$ cat src/rtl/cpu_mem_loader_if.sv
// Bundle of the command/dump streams and the CPU external memory ports driven by cpu_mem_loader.
// Streams: a word moves on any rising clk edge where valid && ready; the source holds valid and data stable until then.
interface cpu_mem_loader_if;
  logic        in_valid;
  logic        in_ready;
  logic [63:0] in_data;
  logic        out_valid;
  logic        out_ready;
  logic [63:0] out_data;
  logic [63:0] addr_ext;
  logic        wen_ext;
  logic        ren_ext;
  logic [31:0] wdata_ext;
  logic [31:0] rdata_ext;
  logic [63:0] addr_ext_2;
  logic        wen_ext_2;
  logic        ren_ext_2;
  logic [63:0] wdata_ext_2;
  logic [63:0] rdata_ext_2;

  modport master (
    input  in_valid, in_data, out_ready, rdata_ext, rdata_ext_2,
    output in_ready, out_valid, out_data,
    output addr_ext, wen_ext, ren_ext, wdata_ext,
    output addr_ext_2, wen_ext_2, ren_ext_2, wdata_ext_2
  );

  modport slave (
    output in_valid, in_data, out_ready, rdata_ext, rdata_ext_2,
    input  in_ready, out_valid, out_data,
    input  addr_ext, wen_ext, ren_ext, wdata_ext,
    input  addr_ext_2, wen_ext_2, ren_ext_2, wdata_ext_2
  );
endinterface

$ cat src/rtl/cpu_mem_loader.sv
// Host-side loader: preloads IMEM/DMEM from a 64-bit command stream, gates cpu_enable,
// and streams DMEM words back out. All ext-port outputs are registered.
module cpu_mem_loader #(
  parameter int RD_LAT = 1,
  parameter int CNT_W  = 16
) (
  input  logic                    clk,
  input  logic                    arst,
  cpu_mem_loader_if.master        bus,
  output logic                    busy,
  output logic                    cpu_enable,
  output logic [2:0]              state_dbg
);

  typedef enum logic [2:0] {
    S_IDLE    = 3'd0,
    S_LOAD_I  = 3'd1,
    S_LOAD_D  = 3'd2,
    S_RUN     = 3'd3,
    S_RD_REQ  = 3'd4,
    S_RD_WAIT = 3'd5,
    S_OUT     = 3'd6
  } state_t;

  localparam logic [1:0]       LAT     = 2'(RD_LAT);
  localparam logic [CNT_W-1:0] CNT_ONE = {{(CNT_W-1){1'b0}}, 1'b1};

  state_t             state_q, state_n;
  logic [15:0]        ptr_q, ptr_n;
  logic [CNT_W-1:0]   rem_q, rem_n;
  logic [1:0]         wcnt_q, wcnt_n;
  logic               armed_q;
  logic               en_q, en_n;
  logic               ov_q, ov_n;
  logic [63:0]        od_q, od_n;
  logic [63:0]        a1_q, a1_n;
  logic               w1_q, w1_n;
  logic [31:0]        d1_q, d1_n;
  logic [63:0]        a2_q, a2_n;
  logic               w2_q, w2_n;
  logic               r2_q, r2_n;
  logic [63:0]        d2_q, d2_n;

  logic               in_ready;
  logic               accept;
  logic [1:0]         hdr_op;
  logic [CNT_W-1:0]   hdr_cnt;
  logic               last;
  logic               unused_rdata;

  // armed_q keeps in_ready low while reset is held and for the first cycle after release.
  assign in_ready = armed_q &&
                    (state_q == S_IDLE || state_q == S_LOAD_I || state_q == S_LOAD_D);
  assign accept   = bus.in_valid && in_ready;
  assign hdr_op   = bus.in_data[63:62];
  assign hdr_cnt  = bus.in_data[CNT_W-1:0];
  assign last     = (rem_q == CNT_ONE);
  assign unused_rdata = ^bus.rdata_ext;

  always_comb begin
    state_n = state_q;
    ptr_n   = ptr_q;
    rem_n   = rem_q;
    wcnt_n  = wcnt_q;
    en_n    = en_q;
    ov_n    = ov_q;
    od_n    = od_q;
    a1_n    = a1_q;
    w1_n    = 1'b0;
    d1_n    = d1_q;
    a2_n    = a2_q;
    w2_n    = 1'b0;
    r2_n    = 1'b0;
    d2_n    = d2_q;
    case (state_q)
      S_IDLE: begin
        if (accept && hdr_cnt != '0) begin
          ptr_n = bus.in_data[47:32];
          rem_n = hdr_cnt;
          case (hdr_op)
            2'd0: state_n = S_LOAD_I;
            2'd1: state_n = S_LOAD_D;
            2'd2: begin
              state_n = S_RUN;
              en_n    = 1'b1;
            end
            default: state_n = S_RD_REQ;
          endcase
        end
      end
      S_LOAD_I: begin
        if (accept) begin
          w1_n  = 1'b1;
          a1_n  = {46'd0, ptr_q, 2'b00};
          d1_n  = bus.in_data[31:0];
          ptr_n = ptr_q + 16'd1;
          rem_n = rem_q - CNT_ONE;
          if (last) state_n = S_IDLE;
        end
      end
      S_LOAD_D: begin
        if (accept) begin
          w2_n  = 1'b1;
          a2_n  = {45'd0, ptr_q, 3'b000};
          d2_n  = bus.in_data;
          ptr_n = ptr_q + 16'd1;
          rem_n = rem_q - CNT_ONE;
          if (last) state_n = S_IDLE;
        end
      end
      S_RUN: begin
        rem_n = rem_q - CNT_ONE;
        if (last) begin
          en_n    = 1'b0;
          state_n = S_IDLE;
        end
      end
      S_RD_REQ: begin
        r2_n    = 1'b1;
        a2_n    = {45'd0, ptr_q, 3'b000};
        wcnt_n  = 2'd0;
        state_n = S_RD_WAIT;
      end
      S_RD_WAIT: begin
        // wcnt counts cycles since ren_ext_2 went high; data is valid once it reaches RD_LAT.
        if (wcnt_q == LAT) begin
          od_n    = bus.rdata_ext_2;
          ov_n    = 1'b1;
          state_n = S_OUT;
        end else begin
          wcnt_n = wcnt_q + 2'd1;
        end
      end
      S_OUT: begin
        if (bus.out_ready) begin
          ov_n    = 1'b0;
          ptr_n   = ptr_q + 16'd1;
          rem_n   = rem_q - CNT_ONE;
          state_n = last ? S_IDLE : S_RD_REQ;
        end
      end
      default: state_n = S_IDLE;
    endcase
  end

  always_ff @(posedge clk or posedge arst) begin
    if (arst) begin
      state_q <= S_IDLE;
      ptr_q   <= '0;
      rem_q   <= '0;
      wcnt_q  <= '0;
      armed_q <= 1'b0;
      en_q    <= 1'b0;
      ov_q    <= 1'b0;
      od_q    <= '0;
      a1_q    <= '0;
      w1_q    <= 1'b0;
      d1_q    <= '0;
      a2_q    <= '0;
      w2_q    <= 1'b0;
      r2_q    <= 1'b0;
      d2_q    <= '0;
    end else begin
      state_q <= state_n;
      ptr_q   <= ptr_n;
      rem_q   <= rem_n;
      wcnt_q  <= wcnt_n;
      armed_q <= 1'b1;
      en_q    <= en_n;
      ov_q    <= ov_n;
      od_q    <= od_n;
      a1_q    <= a1_n;
      w1_q    <= w1_n;
      d1_q    <= d1_n;
      a2_q    <= a2_n;
      w2_q    <= w2_n;
      r2_q    <= r2_n;
      d2_q    <= d2_n;
    end
  end

  assign bus.in_ready    = in_ready;
  assign bus.out_valid   = ov_q;
  assign bus.out_data    = od_q;
  assign bus.addr_ext    = a1_q;
  assign bus.wen_ext     = w1_q;
  assign bus.ren_ext     = 1'b0;
  assign bus.wdata_ext   = d1_q;
  assign bus.addr_ext_2  = a2_q;
  assign bus.wen_ext_2   = w2_q;
  assign bus.ren_ext_2   = r2_q;
  assign bus.wdata_ext_2 = d2_q;
  assign busy            = (state_q != S_IDLE);
  assign cpu_enable      = en_q;
  assign state_dbg       = state_q;

endmodule

$ cat src/flat_wrapper.sv
// flat-port wrapper written by rule: the top's interface ports become plain ports
module cpu_mem_loader_flat 
#(
  parameter int RD_LAT = 1,
  parameter int CNT_W  = 16
)
  (clk, arst, busy, cpu_enable, state_dbg, bus_in_valid, bus_in_data, bus_out_ready, bus_rdata_ext, bus_rdata_ext_2, bus_in_ready, bus_out_valid, bus_out_data, bus_addr_ext, bus_wen_ext, bus_ren_ext, bus_wdata_ext, bus_addr_ext_2, bus_wen_ext_2, bus_ren_ext_2, bus_wdata_ext_2);
  cpu_mem_loader_if bus_i ();
  input  logic clk;
  input  logic arst;
  output logic busy;
  output logic cpu_enable;
  output logic [2:0] state_dbg;
  input wire logic [$bits(bus_i.in_valid)-1:0] bus_in_valid;
  input wire logic [$bits(bus_i.in_data)-1:0] bus_in_data;
  input wire logic [$bits(bus_i.out_ready)-1:0] bus_out_ready;
  input wire logic [$bits(bus_i.rdata_ext)-1:0] bus_rdata_ext;
  input wire logic [$bits(bus_i.rdata_ext_2)-1:0] bus_rdata_ext_2;
  output wire logic [$bits(bus_i.in_ready)-1:0] bus_in_ready;
  output wire logic [$bits(bus_i.out_valid)-1:0] bus_out_valid;
  output wire logic [$bits(bus_i.out_data)-1:0] bus_out_data;
  output wire logic [$bits(bus_i.addr_ext)-1:0] bus_addr_ext;
  output wire logic [$bits(bus_i.wen_ext)-1:0] bus_wen_ext;
  output wire logic [$bits(bus_i.ren_ext)-1:0] bus_ren_ext;
  output wire logic [$bits(bus_i.wdata_ext)-1:0] bus_wdata_ext;
  output wire logic [$bits(bus_i.addr_ext_2)-1:0] bus_addr_ext_2;
  output wire logic [$bits(bus_i.wen_ext_2)-1:0] bus_wen_ext_2;
  output wire logic [$bits(bus_i.ren_ext_2)-1:0] bus_ren_ext_2;
  output wire logic [$bits(bus_i.wdata_ext_2)-1:0] bus_wdata_ext_2;
  assign bus_i.in_valid = bus_in_valid;
  assign bus_i.in_data = bus_in_data;
  assign bus_i.out_ready = bus_out_ready;
  assign bus_i.rdata_ext = bus_rdata_ext;
  assign bus_i.rdata_ext_2 = bus_rdata_ext_2;
  assign bus_in_ready = bus_i.in_ready;
  assign bus_out_valid = bus_i.out_valid;
  assign bus_out_data = bus_i.out_data;
  assign bus_addr_ext = bus_i.addr_ext;
  assign bus_wen_ext = bus_i.wen_ext;
  assign bus_ren_ext = bus_i.ren_ext;
  assign bus_wdata_ext = bus_i.wdata_ext;
  assign bus_addr_ext_2 = bus_i.addr_ext_2;
  assign bus_wen_ext_2 = bus_i.wen_ext_2;
  assign bus_ren_ext_2 = bus_i.ren_ext_2;
  assign bus_wdata_ext_2 = bus_i.wdata_ext_2;
  cpu_mem_loader #(.RD_LAT(RD_LAT), .CNT_W(CNT_W)) u_core (.clk(clk), .arst(arst), .bus(bus_i), .busy(busy), .cpu_enable(cpu_enable), .state_dbg(state_dbg));
endmodule
$ cat config.mk
export PLATFORM = sky130hd
export DESIGN_NAME = cpu_mem_loader_flat
export DESIGN_NICKNAME = d
export VERILOG_FILES = /design/src/rtl/cpu_mem_loader_if.sv /design/src/rtl/cpu_mem_loader.sv /design/src/flat_wrapper.sv
export SDC_FILE = /design/constraint.sdc
export NUM_CORES = 1
export LEC_CHECK = 0
export ABC_AREA = 1
export BUFFER_PORTS_ARGS = -buffer_cell sky130_fd_sc_hd__buf_2
export CORE_AREA = 2 2 179 181
export CTS_CLUSTER_DIAMETER = 30
export DETAILED_ROUTE_END_ITERATION = 6
export DIE_AREA = 0 0 181 183
export MAX_ROUTING_LAYER = met4
export PLACE_DENSITY_LB_ADDON = 0.15
export SLEW_MARGIN = 20
export SYNTH_ARGS = -nofsm -noshare
export SYNTH_HDL_FRONTEND = slang
export SYNTH_SLANG_ARGS = --single-unit
$ cat constraint.sdc
create_clock -name clk -period 8.12 [get_ports clk]
set_input_delay 0.406 -clock clk [delete_from_list [all_inputs] [get_ports clk]]
set_output_delay 0.406 -clock clk [all_outputs]
set_load 0.1 [all_outputs]
# After elaboration in Yosys (flattened, before gate mapping)
# Cells that the tools add are included.
[word_totals]
register_bits = 283
output_inout_bits = 299
[op_classes]
addsub = 3
n_eq_ne = 18
muxes = 31
reduce_logical = 26
[ops]
columns = ["operator", "count"]
rows = [
  ["$pmux 64 s2", 1],
  ["$mux 16", 6],
  ["$mux 64", 1],
  ["$pmux 16 s4", 1],
  ["$pmux 16 s3", 1],
  ["$mux 3", 6],
  ["$pmux 3 s6", 1],
  ["$add 16x1->16 const B", 1],
  ["$eq 16x1->1 const B", 1],
  ["$reduce_and 4->1", 4],
  ["$reduce_bool 16->1", 1],
  ["$sub 16x1->16 const B", 1],
  ["$reduce_and 2->1", 5],
  ["$eq 3x3->1 const B", 3],
  ["$mux 1", 9],
  ["$pmux 3 s3", 1],
  ["$ne 2x1->1 const B", 4],
  ["$ne 2x2->1 const B", 4],
  ["$reduce_bool 2->1", 4],
  ["$eq 3x2->1 const B", 2],
  ["$reduce_bool 3->1", 2],
  ["$eq 2x1->1 const B", 2],
  ["$pmux 1 s2", 2],
  ["$pmux 2 s2", 1],
  ["other kinds (11)", 14],
]

# Depth between registers and ports, before layout
[depth]
word_depth = 8
depth_mapped = 14
ltp_nobuf = 11

# Worst setup path after synthesis
# Ideal clock, no wire load.
[synth_path]
path_kind = "register to register"
start = "reg u_core.state_q[0], in the netlist u_core.state_dbg[0]"
end = "reg u_core.rem_q[1]"
setup_ns = 0.074
t_arrival_ns = 2.894
t_required_ns = 8.046
path_slack_ns = 5.152
path_stages_with_launch = 12
synth_period_minus_slack_ns = 2.968
path_cell_list = "dfrtp_1 buf_4 nor2_2 nand2_1 inv_1 nand2_4 nand2_2 nor2_4 buf_6 buf_12 nand2_2 o21ai_2"
[synth_between]
elab_chain_len = 8
[synth_rtl]
columns = ["item", "line", "source"]
rows = [
  ["from (decl)", "cpu_mem_loader.sv:28", "state_t state_q, state_n;"],
  ["from (signal assigned)", "cpu_mem_loader.sv:164", "state_q <= state_n;"],
  ["$eq 3x1->1 or $logic_not 3->1 (tied branches)", "cpu_mem_loader.sv:53, cpu_mem_loader.sv:75", ""],
  ["$logic_or 1x1->1 (2 in a row)", "cpu_mem_loader.sv:53", "(state_q == S_IDLE || state_q == S_LOAD_I || state_q == S_LOAD_D);"],
  ["$logic_and 1x1->1", "cpu_mem_loader.sv:52", "assign in_ready = armed_q &&"],
  ["$logic_and 1x1->1", "cpu_mem_loader.sv:54", "assign accept = bus.in_valid && in_ready;"],
  ["$logic_and 1x1->1", "cpu_mem_loader.sv:77", "if (accept && hdr_cnt != '0) begin"],
  ["$ne 2x2->1 (no line)", "--", ""],
  ["$reduce_and 4->1 (no line)", "--", ""],
  ["to (signal assigned)", "cpu_mem_loader.sv:166", "rem_q <= rem_n;"],
  ["to (decl)", "cpu_mem_loader.sv:30", "logic [CNT_W-1:0] rem_q, rem_n;"],
]
# Several ways; a longest one is shown, not always the timed one.
# A chain may end at the register's enable or synchronous reset.

# Worst setup path in the final report
[layout_path]
start = "reg u_core.state_q[0], in the netlist u_core.state_dbg[0]"
end = "reg u_core.a2_q[9], in the netlist u_core.bus.addr_ext_2[9]"
[layout_between]
elab_chain_len = 7
[layout_rtl]
columns = ["item", "line", "source"]
rows = [
  ["$eq 3x1->1 or $logic_not 3->1 (tied branches)", "cpu_mem_loader.sv:53", ""],
  ["$logic_or 1x1->1 (2 in a row)", "cpu_mem_loader.sv:53", ""],
  ["$logic_and 1x1->1", "cpu_mem_loader.sv:52", ""],
  ["$logic_and 1x1->1", "cpu_mem_loader.sv:54", ""],
  ["$ne 2x1->1 (no line)", "--", ""],
  ["$reduce_and 2->1 (no line)", "--", ""],
  ["to (signal assigned)", "cpu_mem_loader.sv:175", "a2_q <= a2_n;"],
  ["to (decl)", "cpu_mem_loader.sv:39", "logic [63:0] a2_q, a2_n;"],
]
# Several ways; a longest one is shown, not always the timed one.

==> impl_metrics.env <==
export IMPL_cts_root_buf="clkbuf_16"
export IMPL_hold_buffers=0
export IMPL_die_x_um=181
export IMPL_ys_types=32
export IMPL_layout_common_cells="buf_2 (333), nand2_1 (295), dfrtp_1 (235), o21ai_0 (113), conb_1 (98)"
export IMPL_clock_sinks=235
export IMPL_synthAdderAreaFrac_pct=0.791
export IMPL_die_y_um=183
export IMPL_crit_start="u_core.state_dbg[0]"
export IMPL_outcome="finished with violations"
export IMPL_drive_gt1_share_pct=35.0
export IMPL_drtIter0Drc=474
export IMPL_pre_cts_slack_ns=5.24
export IMPL_dp_hpwl_um=21400
export IMPL_grt_ovfl_total=0
export IMPL_cap_viol_max_count=0
export IMPL_grt_pass1_vias=8685
export IMPL_ctsResizeCount=0
export IMPL_slew_violations=0
export IMPL_yosys_area_share_xor_xnor_pct=0.237
export IMPL_fin_ws_ns=5.34
export IMPL_syn_area_mm2=0.0111
export IMPL_wl_per_cell_um=15.5
export IMPL_synth_top_family_by_area="simple AND/OR/NAND/NOR gates"
export IMPL_final_hold_viol_count=8
export IMPL_violations="negative hold slack"
export IMPL_fp_row_count=65
export IMPL_rsz0062_at_grt="no"
export IMPL_io_buffer_count=333
export IMPL_fin_crit_sh_pct=34.2
export IMPL_track_usage_pct=18.8
export IMPL_synth_cells=1169
export IMPL_dr_pass1_iters=5
export IMPL_antenna_found_initial=2
export IMPL_yosys_warnings=0
export IMPL_nets=1701
export IMPL_slew_headroom_pct=31.0
export IMPL_io_pins=463
export IMPL_grt_pass1_wl_um=48200
export IMPL_path_max_fanout=108
export IMPL_fmax_mhz=360
export IMPL_final_antenna_net_count=0
export IMPL_drcViolationCount=0
export IMPL_routed_wl_um=30600
export IMPL_setup_viol=0
export IMPL_areaGrowthSynthToFinish_pct=35.5
export IMPL_fin_crit_ns=2.78
export IMPL_cp_end_kind="flop"
export IMPL_arrival_ns=3.16
export IMPL_cts_buffers=67
export IMPL_cts_tree="built"
export IMPL_synth_simple_area_share_pct=16.5
export IMPL_core_mm2=0.0312
export IMPL_mostFrequentLayoutCell="buf_2"
export IMPL_timing_hold_ws_ns=-0.0473
export IMPL_hp_class="in2async"
export IMPL_finalSetupTns_ns=0
export IMPL_yosys_mux_area_fraction_pct=8.17
export IMPL_clk_latency_ns=0.54
export IMPL_htreeDepth=3
export IMPL_start_kind="flop"
export IMPL_vias_per_cell=4.46
export IMPL_cts_setup_buffers=0
export IMPL_syn_area_per_cell_um2=9.47
export IMPL_worst_ep_required_time_ns=8.51
export IMPL_die_area_mm2=0.0331
export IMPL_cts_path_max_buffers=3
export IMPL_ys_seq_area_share_pct=53.1
export IMPL_synth_compound_area_share_pct=8.56
export IMPL_clk_pin_slew_ns=0.04
export IMPL_crit_type="reg2reg"
export IMPL_reg2reg_from="u_core.state_dbg[0]"
export IMPL_ys_seq_elements=235
export IMPL_initial_core_util_pct=35.4
export IMPL_worstMarginPinSlew_ns=1.04
export IMPL_vias=8824
export IMPL_grt_max_degree=131
export IMPL_skew_ns=0.0257
export IMPL_gp_congestion=0.843
==> final cells by class <==
| class | instances | area (um^2) |
|---|---|---|
| repair buffers | 337 | 1710 |
| flip-flops and latches | 235 | 5880 |
| fillers | 3070 | 16200 |
| well taps | 402 | 503 |
| clock inverters | 29 | 460 |
| multi-input cells | 788 | 4170 |
| clock buffers | 86 | 1870 |
| diodes | 2 | 5.00 |
| inverters | 101 | 392 |
==> per-layer routing <==
metal	routed length [um]	part of all wire, %	GRT usage, %
met2	14800	48	29.9
met3	1710	5.6	4.17
met5	0	0	-
met1	13300	43	23.7
met4	790	2.6	6.86
==> flip-flops by register name (all words and copies together) (netlist names) <==
register / cells
u_core.rem_q: 16
u_core.bus.wen_ext_2: 1
u_core.bus.wdata_ext_2: 64
u_core.bus.wdata_ext: 32
u_core.armed_q: 1
u_core.ptr_q: 16
u_core.bus.out_valid: 1
u_core.state_dbg: 3
u_core.bus.addr_ext_2: 16
u_core.cpu_enable: 1
u_core.wcnt_q: 2
u_core.bus.ren_ext_2: 1
u_core.bus.wen_ext: 1
u_core.bus.addr_ext: 16
u_core.bus.out_data: 64
==> metrics by stage <==
| stage | util [%] | instances | instance area (um^2) |
|---|---|---|---|
| after detailed placement | 40.5 | 1863 | 12700 |
| after CTS | 48.0 | 1978 | 15000 |
| final | 48.0 | 1980 | 15000 |
| after global placement | 40.5 | 1863 | 12700 |
| after global routing | 48.0 | 1980 | 15000 |
| after floorplan | - | 1265 | 11400 |
==> cells by family (layout without fill, tap and decap cells) <==
family | count (synthesis) | in the layout
AND/OR/NAND/NOR | 437 | 437
buffers and inverters | 242 | 553
flip-flops | 235 | 235
AO/OA/AOI/OAI | 179 | 179
multiplexers | 64 | 64
adder cells (fa/ha/maj) | 7 | 7
XOR/XNOR | 3 | 3
other | 2 | 100
==> worst paths after layout <==
path	endpoint	depth (start not counted)	slack, ns
worst min register to register	u_core.bus.wdata_ext_2[53]	2	0.46
max in group asynchronous	u_core.bus.wdata_ext_2[32]	3	6.89
min in group clk	u_core.bus.wdata_ext_2[58]	3	0.06
worst max register to register	u_core.bus.addr_ext_2[9]	9	5.34
worst min-delay path	u_core.bus.out_data[13]	2	-0.05
worst max-delay path	u_core.bus.addr_ext_2[9]	9	5.34
==> cells in the mapped netlist <==
cell,instances,area (um^2)
clkbuf_1,15,56.3
o41ai_1,1,8.76
nor2_4,2,22.5
mux2_4,49,736
o21ai_2,11,96.3
buf_4,104,781
inv_2,7,26.3
buf_2,14,70.1
nand2_2,6,37.5
o21ai_1,30,150
ha_1,7,87.6
conb_1,2,7.51
mux2_2,15,169
o21ai_0,113,566
nand3_2,3,30.0
nor2_1,61,229
inv_1,92,345
o21bai_1,2,15.0
a31oi_1,1,6.26
nand2_4,4,45.0
a21oi_1,21,105
nor2_2,6,37.5
nand2_1,295,1110
or2_2,1,6.26
buf_6,7,78.8
dfrtp_1,235,5880
inv_4,2,12.5
nand3_1,42,210
nand4_1,13,81.3
buf_12,1,20.0
xor2_1,3,26.3
nor3_1,4,20.0
==> worst max-delay path, cell delays in order, from the launching register on <==
cell and delay [ns]:
dfrtp_1 0.53, nand2_4 0.17, nand3_2 0.07, inv_2 0.08, nand2_4 0.09, nor2_4 0.51, inv_4 0.52, o21ai_2 0.17
buf_4 0.33, o21ai_0 0.14
Power is left out: the tool's default activity adds up to more than one toggle a clock period on the data nets, which glitch-free logic cannot reach.
